### src/rtl/truth_table_bist_pkg.sv
// Shared definitions for the truth-table self-test sequencer: state encoding
// and the default parameters for the team's 3-input minterm block.
package truth_table_bist_pkg;

    typedef enum logic [1:0] {
        IDLE  = 2'd0,
        RUN   = 2'd1,
        CHECK = 2'd2,
        DONE  = 2'd3
    } state_t;

    localparam int         DEFAULT_N_IN     = 3;
    localparam int         DEFAULT_SETTLE   = 1;
    // Minterms 0, 4 and 5 of {a,b,c}, a as the MSB.
    localparam logic [7:0] DEFAULT_EXP_MASK = 8'h31;

endpackage

### src/rtl/truth_table_bist_if.sv
// Control/observation bundle between the BIST sequencer (slave) and the
// host plus the block under test (master).
interface truth_table_bist_if #(
    parameter int N_IN = 3
);

    logic                   start;
    logic [N_IN-1:0]        dut_in;
    logic                   dut_y;
    logic                   busy;
    logic                   done;
    logic                   pass;
    logic [(2**N_IN)-1:0]   captured;
    logic [N_IN-1:0]        fail_idx;

    modport slave (
        input  start,
        input  dut_y,
        output dut_in,
        output busy,
        output done,
        output pass,
        output captured,
        output fail_idx
    );

    modport master (
        output start,
        output dut_y,
        input  dut_in,
        input  busy,
        input  done,
        input  pass,
        input  captured,
        input  fail_idx
    );

endinterface

### src/rtl/truth_table_bist_lowest_set_index.sv
// Combinational priority encoder: index of the lowest set bit of vec, with
// a flag for the all-zero case.
module lowest_set_index #(
    parameter int W  = 8,
    parameter int IW = (W > 1) ? $clog2(W) : 1
) (
    input  logic [W-1:0]  vec,
    output logic [IW-1:0] idx,
    output logic          none
);

    logic found_s;

    // Scan upward and latch onto the first set bit found.
    always_comb begin
        idx     = {IW{1'b0}};
        found_s = 1'b0;
        for (int i = 0; i < W; i++) begin
            if (!found_s && vec[i]) begin
                idx     = IW'(i);
                found_s = 1'b1;
            end else begin
                found_s = found_s;
            end
        end
        none = ~found_s;
    end

endmodule

### src/rtl/truth_table_bist.sv
// Walks every input combination of a small combinational block, records its
// response and compares the result against a compile-time truth table.
module truth_table_bist
    import truth_table_bist_pkg::*;
#(
    parameter int                   N_IN     = DEFAULT_N_IN,
    parameter logic [(2**N_IN)-1:0] EXP_MASK = (2**N_IN)'(DEFAULT_EXP_MASK),
    parameter int                   SETTLE   = DEFAULT_SETTLE
) (
    input logic                 clk,
    input logic                 rst_n,
    truth_table_bist_if.slave   bus
);

    localparam int              NV       = 2**N_IN;
    localparam logic [N_IN-1:0] LAST_IDX = N_IN'(NV - 1);
    localparam logic [3:0]      SETTLE_C = 4'(SETTLE);

    state_t            state_r, state_nxt_s;
    logic [N_IN-1:0]   idx_r, idx_nxt_s;
    logic [3:0]        cnt_r, cnt_nxt_s;
    logic [N_IN-1:0]   dut_in_r, dut_in_nxt_s;
    logic              busy_r, busy_nxt_s;
    logic              done_r, done_nxt_s;
    logic              pass_r, pass_nxt_s;
    logic [NV-1:0]     captured_r, captured_nxt_s;
    logic [N_IN-1:0]   fail_idx_r, fail_idx_nxt_s;
    logic [N_IN-1:0]   lsi_idx_s;
    logic              lsi_none_s;
    logic              sample_s;
    logic              last_s;

    assign sample_s = (cnt_r >= SETTLE_C);
    assign last_s   = (idx_r == LAST_IDX);

    lowest_set_index #(.W(NV), .IW(N_IN)) u_lsi (
        .vec  (captured_r ^ EXP_MASK),
        .idx  (lsi_idx_s),
        .none (lsi_none_s)
    );

    // State register.
    always_ff @(posedge clk or negedge rst_n) begin
        if (!rst_n) begin
            state_r <= IDLE;
        end else begin
            state_r <= state_nxt_s;
        end
    end

    // Next-state logic; start is only honoured when no run is in flight.
    always_comb begin
        state_nxt_s = state_r;
        case (state_r)
            IDLE, DONE: begin
                if (bus.start) state_nxt_s = RUN;
                else           state_nxt_s = state_r;
            end
            RUN: begin
                if (sample_s && last_s) state_nxt_s = CHECK;
                else                    state_nxt_s = RUN;
            end
            CHECK:   state_nxt_s = DONE;
            default: state_nxt_s = IDLE;
        endcase
    end

    // Next values of the datapath and the registered outputs.
    always_comb begin
        idx_nxt_s      = idx_r;
        cnt_nxt_s      = cnt_r;
        dut_in_nxt_s   = dut_in_r;
        busy_nxt_s     = busy_r;
        done_nxt_s     = done_r;
        pass_nxt_s     = pass_r;
        captured_nxt_s = captured_r;
        fail_idx_nxt_s = fail_idx_r;
        case (state_r)
            IDLE, DONE: begin
                if (bus.start) begin
                    idx_nxt_s      = {N_IN{1'b0}};
                    cnt_nxt_s      = 4'd0;
                    dut_in_nxt_s   = {N_IN{1'b0}};
                    busy_nxt_s     = 1'b1;
                    done_nxt_s     = 1'b0;
                    pass_nxt_s     = 1'b0;
                    captured_nxt_s = {NV{1'b0}};
                    fail_idx_nxt_s = {N_IN{1'b0}};
                end else begin
                    idx_nxt_s = idx_r;
                end
            end
            RUN: begin
                if (!sample_s) begin
                    cnt_nxt_s = cnt_r + 4'd1;
                end else begin
                    // Final edge of this vector's window: record the response.
                    captured_nxt_s[idx_r] = bus.dut_y;
                    cnt_nxt_s             = 4'd0;
                    if (last_s) begin
                        idx_nxt_s = idx_r;
                    end else begin
                        idx_nxt_s    = idx_r + {{(N_IN-1){1'b0}}, 1'b1};
                        dut_in_nxt_s = idx_r + {{(N_IN-1){1'b0}}, 1'b1};
                    end
                end
            end
            CHECK: begin
                pass_nxt_s     = (captured_r == EXP_MASK);
                fail_idx_nxt_s = lsi_none_s ? {N_IN{1'b0}} : lsi_idx_s;
                busy_nxt_s     = 1'b0;
                done_nxt_s     = 1'b1;
            end
            default: begin
                idx_nxt_s = {N_IN{1'b0}};
            end
        endcase
    end

    // Datapath and output registers.
    always_ff @(posedge clk or negedge rst_n) begin
        if (!rst_n) begin
            idx_r      <= {N_IN{1'b0}};
            cnt_r      <= 4'd0;
            dut_in_r   <= {N_IN{1'b0}};
            busy_r     <= 1'b0;
            done_r     <= 1'b0;
            pass_r     <= 1'b0;
            captured_r <= {NV{1'b0}};
            fail_idx_r <= {N_IN{1'b0}};
        end else begin
            idx_r      <= idx_nxt_s;
            cnt_r      <= cnt_nxt_s;
            dut_in_r   <= dut_in_nxt_s;
            busy_r     <= busy_nxt_s;
            done_r     <= done_nxt_s;
            pass_r     <= pass_nxt_s;
            captured_r <= captured_nxt_s;
            fail_idx_r <= fail_idx_nxt_s;
        end
    end

    assign bus.dut_in   = dut_in_r;
    assign bus.busy     = busy_r;
    assign bus.done     = done_r;
    assign bus.pass     = pass_r;
    assign bus.captured = captured_r;
    assign bus.fail_idx = fail_idx_r;

endmodule

### src/flat_wrapper.sv
// flat-port wrapper written by rule: the top's interface ports become plain ports
module truth_table_bist_flat import truth_table_bist_pkg::*;
#(
    parameter int                   N_IN     = DEFAULT_N_IN,
    parameter logic [(2**N_IN)-1:0] EXP_MASK = (2**N_IN)'(DEFAULT_EXP_MASK),
    parameter int                   SETTLE   = DEFAULT_SETTLE
)
  (clk, rst_n, bus_start, bus_dut_y, bus_dut_in, bus_busy, bus_done, bus_pass, bus_captured, bus_fail_idx);
  truth_table_bist_if #(.N_IN(N_IN)) bus_i ();
  input logic clk;
  input logic rst_n;
  input wire logic [$bits(bus_i.start)-1:0] bus_start;
  input wire logic [$bits(bus_i.dut_y)-1:0] bus_dut_y;
  output wire logic [$bits(bus_i.dut_in)-1:0] bus_dut_in;
  output wire logic [$bits(bus_i.busy)-1:0] bus_busy;
  output wire logic [$bits(bus_i.done)-1:0] bus_done;
  output wire logic [$bits(bus_i.pass)-1:0] bus_pass;
  output wire logic [$bits(bus_i.captured)-1:0] bus_captured;
  output wire logic [$bits(bus_i.fail_idx)-1:0] bus_fail_idx;
  assign bus_i.start = bus_start;
  assign bus_i.dut_y = bus_dut_y;
  assign bus_dut_in = bus_i.dut_in;
  assign bus_busy = bus_i.busy;
  assign bus_done = bus_i.done;
  assign bus_pass = bus_i.pass;
  assign bus_captured = bus_i.captured;
  assign bus_fail_idx = bus_i.fail_idx;
  truth_table_bist #(.N_IN(N_IN), .EXP_MASK(EXP_MASK), .SETTLE(SETTLE)) u_core (.clk(clk), .rst_n(rst_n), .bus(bus_i));
endmodule
### config.mk
export PLATFORM = sky130hd
export DESIGN_NAME = truth_table_bist_flat
export DESIGN_NICKNAME = d
export VERILOG_FILES = /design/src/rtl/truth_table_bist_pkg.sv /design/src/rtl/truth_table_bist_if.sv /design/src/rtl/truth_table_bist_lowest_set_index.sv /design/src/rtl/truth_table_bist.sv /design/src/flat_wrapper.sv
export SDC_FILE = /design/constraint.sdc
export NUM_CORES = 1
export LEC_CHECK = 0
export CORE_UTILIZATION = 57
export CTS_CLUSTER_SIZE = 16
export DETAILED_ROUTE_END_ITERATION = 16
export GPL_ROUTABILITY_DRIVEN = 0
export GPL_TIMING_DRIVEN = 0
export PLACE_DENSITY_LB_ADDON = 0.12
export SLEW_MARGIN = 20
export SYNTH_ARGS = -nofsm -noshare
export SYNTH_HDL_FRONTEND = slang
export SYNTH_HIERARCHICAL = 1
export SYNTH_SLANG_ARGS = --single-unit
### constraint.sdc
create_clock -name clk -period 4.7 [get_ports clk]
set_input_delay 0.94 -clock clk [delete_from_list [all_inputs] [get_ports clk]]
set_output_delay 0.94 -clock clk [all_outputs]
set_load 0.02 [all_outputs]
# Yosys cells after proc, flatten, opt, wreduce, memory -nomap -nowiden
# Index checks and enable logic that the tools add are counted.
# op_classes
mux	38
n_lt_le_gt_ge	3
add_sub_neg	2
reduce_logical	24
bitwise	1
n_eq_ne	8
# ops
operator	count
3-bit two-way mux	10
8-bit two-way mux	2
8-bit case mux with 2 select lines	1
1-bit two-way mux	12
3-bit case mux with 2 select lines	2
1-bit logical AND	9
8-bit bitwise mux	1
8-bit by 6-bit equality test with 1-bit output, second input constant	1
4-bit two-way mux	2
4-bit case mux with 2 select lines	1
1-bit logical NOT	7
1-bit case mux with 2 select lines	3
2-bit case mux with 3 select lines	1
4-bit by 1-bit adder with 4-bit output, second input constant	1
2-bit equality test, second input constant	2
4-bit by 1-bit >= comparator with 1-bit output, second input constant	1
3-bit by 4-bit < comparator with 1-bit output, second input constant	1
2-bit two-way mux	2
2-bit != test, second input constant	2
2-bit AND reduction	2
4-bit AND reduction	1
2-bit nonzero test	2
3-bit by 1-bit adder with 3-bit output, second input constant	1
1-bit demux with 3-bit select	1
other kinds (8)	8
# word_totals
word_cells	84
register_bits	23
output_inout_bits	17

# Logic depth before layout (Yosys ltp)
# logic_depth
ltp_word	25
ltp_mapped	7

# Modules after synthesis
# The synthesis kept the hierarchy.
# modules_own_cells
module	cells_per_inst	area_each_um2	instances
truth_table_bist	141	1316.3	1
lowest_set_index	16	87.6	1

# Worst setup path before layout
# No wires, ideal clock.
# synth_path
path_type	input to register
start	input port bus_start
end	register u_core.captured_r[6], in the netlist u_core/bus.captured[6]
arrival_time_ns	1.643
setup_time_ns	0.083
path_stages	4
required_ns	4.617
setup_slack_ns	2.974
cell_sequence	mux2i_2 > buf_2 > nor4_1 > o22ai_1
# synth_between
elab_chain_cells	2
# synth_lines
item	line	source
start, declared	flat_wrapper.sv:12	input wire logic [$bits(bus_i.start)-1:0] bus_start;
2-bit != test (no line)	-	
3-bit AND reduction (no line)	-	
end signal, assigned	truth_table_bist.sv:129	captured_r <= {NV{1'b0}};
end signal, assigned	truth_table_bist.sv:138	captured_r <= captured_nxt_s;
end, declared	truth_table_bist.sv:26	logic [NV-1:0] captured_r, captured_nxt_s;
# Every way passes these cells.
# A chain may end at the register's enable or synchronous reset.

# Final worst setup path
# layout_path
start	register u_core.dut_in_r[1], in the netlist u_core/bus.dut_in[1]
end	output port bus_dut_in[1]
# layout_rtl
item	line	source
start, declared	truth_table_bist.sv:22	logic [N_IN-1:0] dut_in_r, dut_in_nxt_s;
start signal, assigned	truth_table_bist.sv:125	dut_in_r <= {N_IN{1'b0}};
start signal, assigned	truth_table_bist.sv:134	dut_in_r <= dut_in_nxt_s;
end, declared	flat_wrapper.sv:14	output wire logic [$bits(bus_i.dut_in)-1:0] bus_dut_in;
# No word-level cell between the ends.

==> impl_metrics.py <==
metrics = {
    "status": {
        "status": "completed",
    },
    "cells_and_area": {
        "nNetsFinal": 193,
        "diodes": 0,
        "finish.instance_area_sq_um": 1660,
        "synthToLayoutAreaGrowth_pct": 18.4,
        "fin_cells": 209,
        "fin_util_pct": 73.0,
        "drive_gt1_share_pct": 7.18,
    },
    "global_routing": {
        "overflow": 0,
        "grt_max_degree": 24,
        "track_usage_pct": 27.0,
        "antenna_found_initial": 0,
        "grt_pass1_vias": 1211,
        "grt_pass1_wl_microns": 5330,
    },
    "setup_path": {
        "cp.required_ps": 3760,
        "path_delay_family": "buffers and inverters",
        "crit_chain": "clkdlybuf4s50_1",
        "cp.arrival_ps": 1480,
        "regToRegStartpoint": "u_core/state_r[0]",
        "critPathKind": "flip-flop to output pin",
        "cp-end-kind": "output pin",
        "crit_path_max_incr_delay_ps": 650,
        "start_kind": "flip-flop",
        "slowest_stage": "clkdlybuf4s50_1",
        "crit_buf_inv": 1,
        "cp-startpoint": "u_core/bus.dut_in[1]",
        "cp_max_fo": 9,
    },
    "floorplanning": {
        "die_h_microns": 51.6,
        "io-pin-count": 21,
        "core_sq_um": 2280,
        "die_area_sq_um": 2670,
        "rows": 17,
        "start_util_pct": 61.7,
        "die_w_microns": 51.6,
    },
    "route": {
        "wirelength_microns": 3040,
        "routedWlPerCell_microns": 14.5,
        "drc": 0,
        "ant_nets": 0,
        "dr.pass1.iters": 4,
        "met2_length_microns": 1520,
        "drtIter0Drc": 32,
        "maxUsedRoutingLayer": "met4",
        "dr_wl_met3_microns": 99,
        "routedLengthMet1_microns": 1380,
        "viasPerCell": 5.99,
        "vias": 1251,
    },
    "cts": {
        "post_cts_buffers": 0,
        "clock_path_buffers": 2,
        "cts_tree": "yes",
        "cts-root-buf": "clkbuf_4",
        "cts_sinks": 23,
        "htree_levels": 1,
        "clk_pin_slew_worst_paths_ps": 130,
        "holdBufCountCts": 0,
        "cts_made_buffers": 3,
        "cts-resized-gates": 0,
        "clk_latency_ps": 330,
    },
    "timing": {
        "final_max_slew_viol_count": 0,
        "worst_slew_pin_slew_ps": 507,
        "fmax_mhz": 414,
        "finalCritPeriodShare_pct": 51.4,
        "final_hold_viol_count": 0,
        "setup_viol": 0,
        "rsz0062_at_grt": "false",
        "fin_tns_setup_ps": 0,
        "clock_skew_ps": 5.53,
        "fin_crit_ps": 2420,
        "max_slew_margin_pct": 66.2,
    },
    "placement": {
        "placedCellCount": 205,
        "place_area_sq_um": 1640,
        "dp_hpwl_microns": 2240,
        "io_buffers": 20,
    },
    "power_and_ir_drop": {
        "finalPower_w": 0.00103,
        "vdd_ir_drop_max_mv": 0.429,
        "leakage_nw": 0.732,
        "power.density_nw_per_um2": 621,
    },
    "yosys": {
        "ys_types": 39,
        "ys_ff_latch": 23,
        "synth_edf_count": 0,
        "yosysWarnings": 6,
        "synth_top_area_share_pct": 41.0,
        "yosysMostFrequentCell": "dfrtp_1",
        "syn_nets": 168,
        "netlist_top_cells_count": "dfrtp_1, nand2_1, inv_1",
        "synth.avg_cell_area_sq_um": 8.94,
        "synthTopCellsByArea": "dfrtp_1, ha_1, nand2_1, o22ai_1, a21oi_1",
        "yosysTopAreaCell": "dfrtp_1",
        "seq_area_frac_synth_pct": 41.0,
        "syn_area_sq_um": 1400,
        "synth_flop_cell": "dfrtp_1",
        "synthCells": 157,
        "ys_async_sr_fraction_pct": 100,
    },
    "worst_hold_path": {
        "hp-start": "u_core/bus.pass",
        "hold_class": "flip-flop to flip-flop",
    },
    "run": {
        "drv_cap": 0,
    },
}
[where the power goes]
part           internal (W)  leakage [nW]  switching (W)
clock network     0.0000320        0.0177      0.0000629
logic              0.000258         0.417       0.000346
registers          0.000260         0.298      0.0000731
total              0.000549         0.732       0.000482
[cell families after synthesis]
family                     share of synthesized area [%]
AOI/OAI and AO/OA                                   18.4
adders and majority gates                           6.24
buffers and inverters                               5.61
DFF                                                 41.0
muxes                                               1.78
and+or+nand+nor                                     27.0
[registers in the layout, indices dropped and copies added (netlist names)]
signal,count
u_core/bus.busy,1
u_core/bus.dut_in,3
u_core/state_r,2
u_core/bus.pass,1
u_core/bus.fail_idx,3
u_core/cnt_r,4
u_core/bus.captured,8
u_core/bus.done,1
[per-layer routing]
metal	global-route usage [%]	vias up
li1	-	616
met1	34.3	601
met2	46.3	29
met3	5.26	5
met4	8.11	0
met5	0	-
[worst paths after layout]
kind | endpoint | slack (ps) | cells after the start
setup / recovery | bus_dut_in[1] | 2280 | 1
hold / removal | u_core/bus.pass | 530 | 2
setup reg to reg | u_core/bus.captured[4] | 2790 | 6
hold reg to reg | u_core/bus.pass | 530 | 2
max in group asynchronous | u_core/bus.captured[5] | 3800 | 1
min in group asynchronous | u_core/bus.pass | 560 | 1
[placed cells by master (no fill, tap or decap), drive strengths merged, types with 4 or more instances in the layout]
cell type      synthesis  layout
dfrtp                 23      23
nor4b                  6       6
ha                     7       7
buf                    3       4
inv                   12      12
nor2b                  7       7
a21oi                  9       9
o21ai                  7       7
nor4                   4       4
clkbuf                 5       8
nand2                 18      18
clkdlybuf4s50          0      19
nor2                  10      10
o22ai                  9       9
nand2b                 6       6
[final cells by class]
class / instances / area (sq um)
flip-flops and latches: 23 / 576
multi-input cells: 114 / 749
fillers: 186 / 614
plain buffers: 8 / 33.8
inverters: 12 / 45.0
clock buffers: 3 / 22.5
repair buffers: 20 / 195
clock inverters: 1 / 5.00
well taps: 28 / 35.0
[metrics by stage]
stage                     hold slack (ps)  setup WS [ps]
after global routing                  576           2220
after global placement                481           2250
final                                 528           2280
after detailed placement              503           2210
after CTS                             533           2270
after floorplan                       490           2970
(Power assumes the default switching activity.)
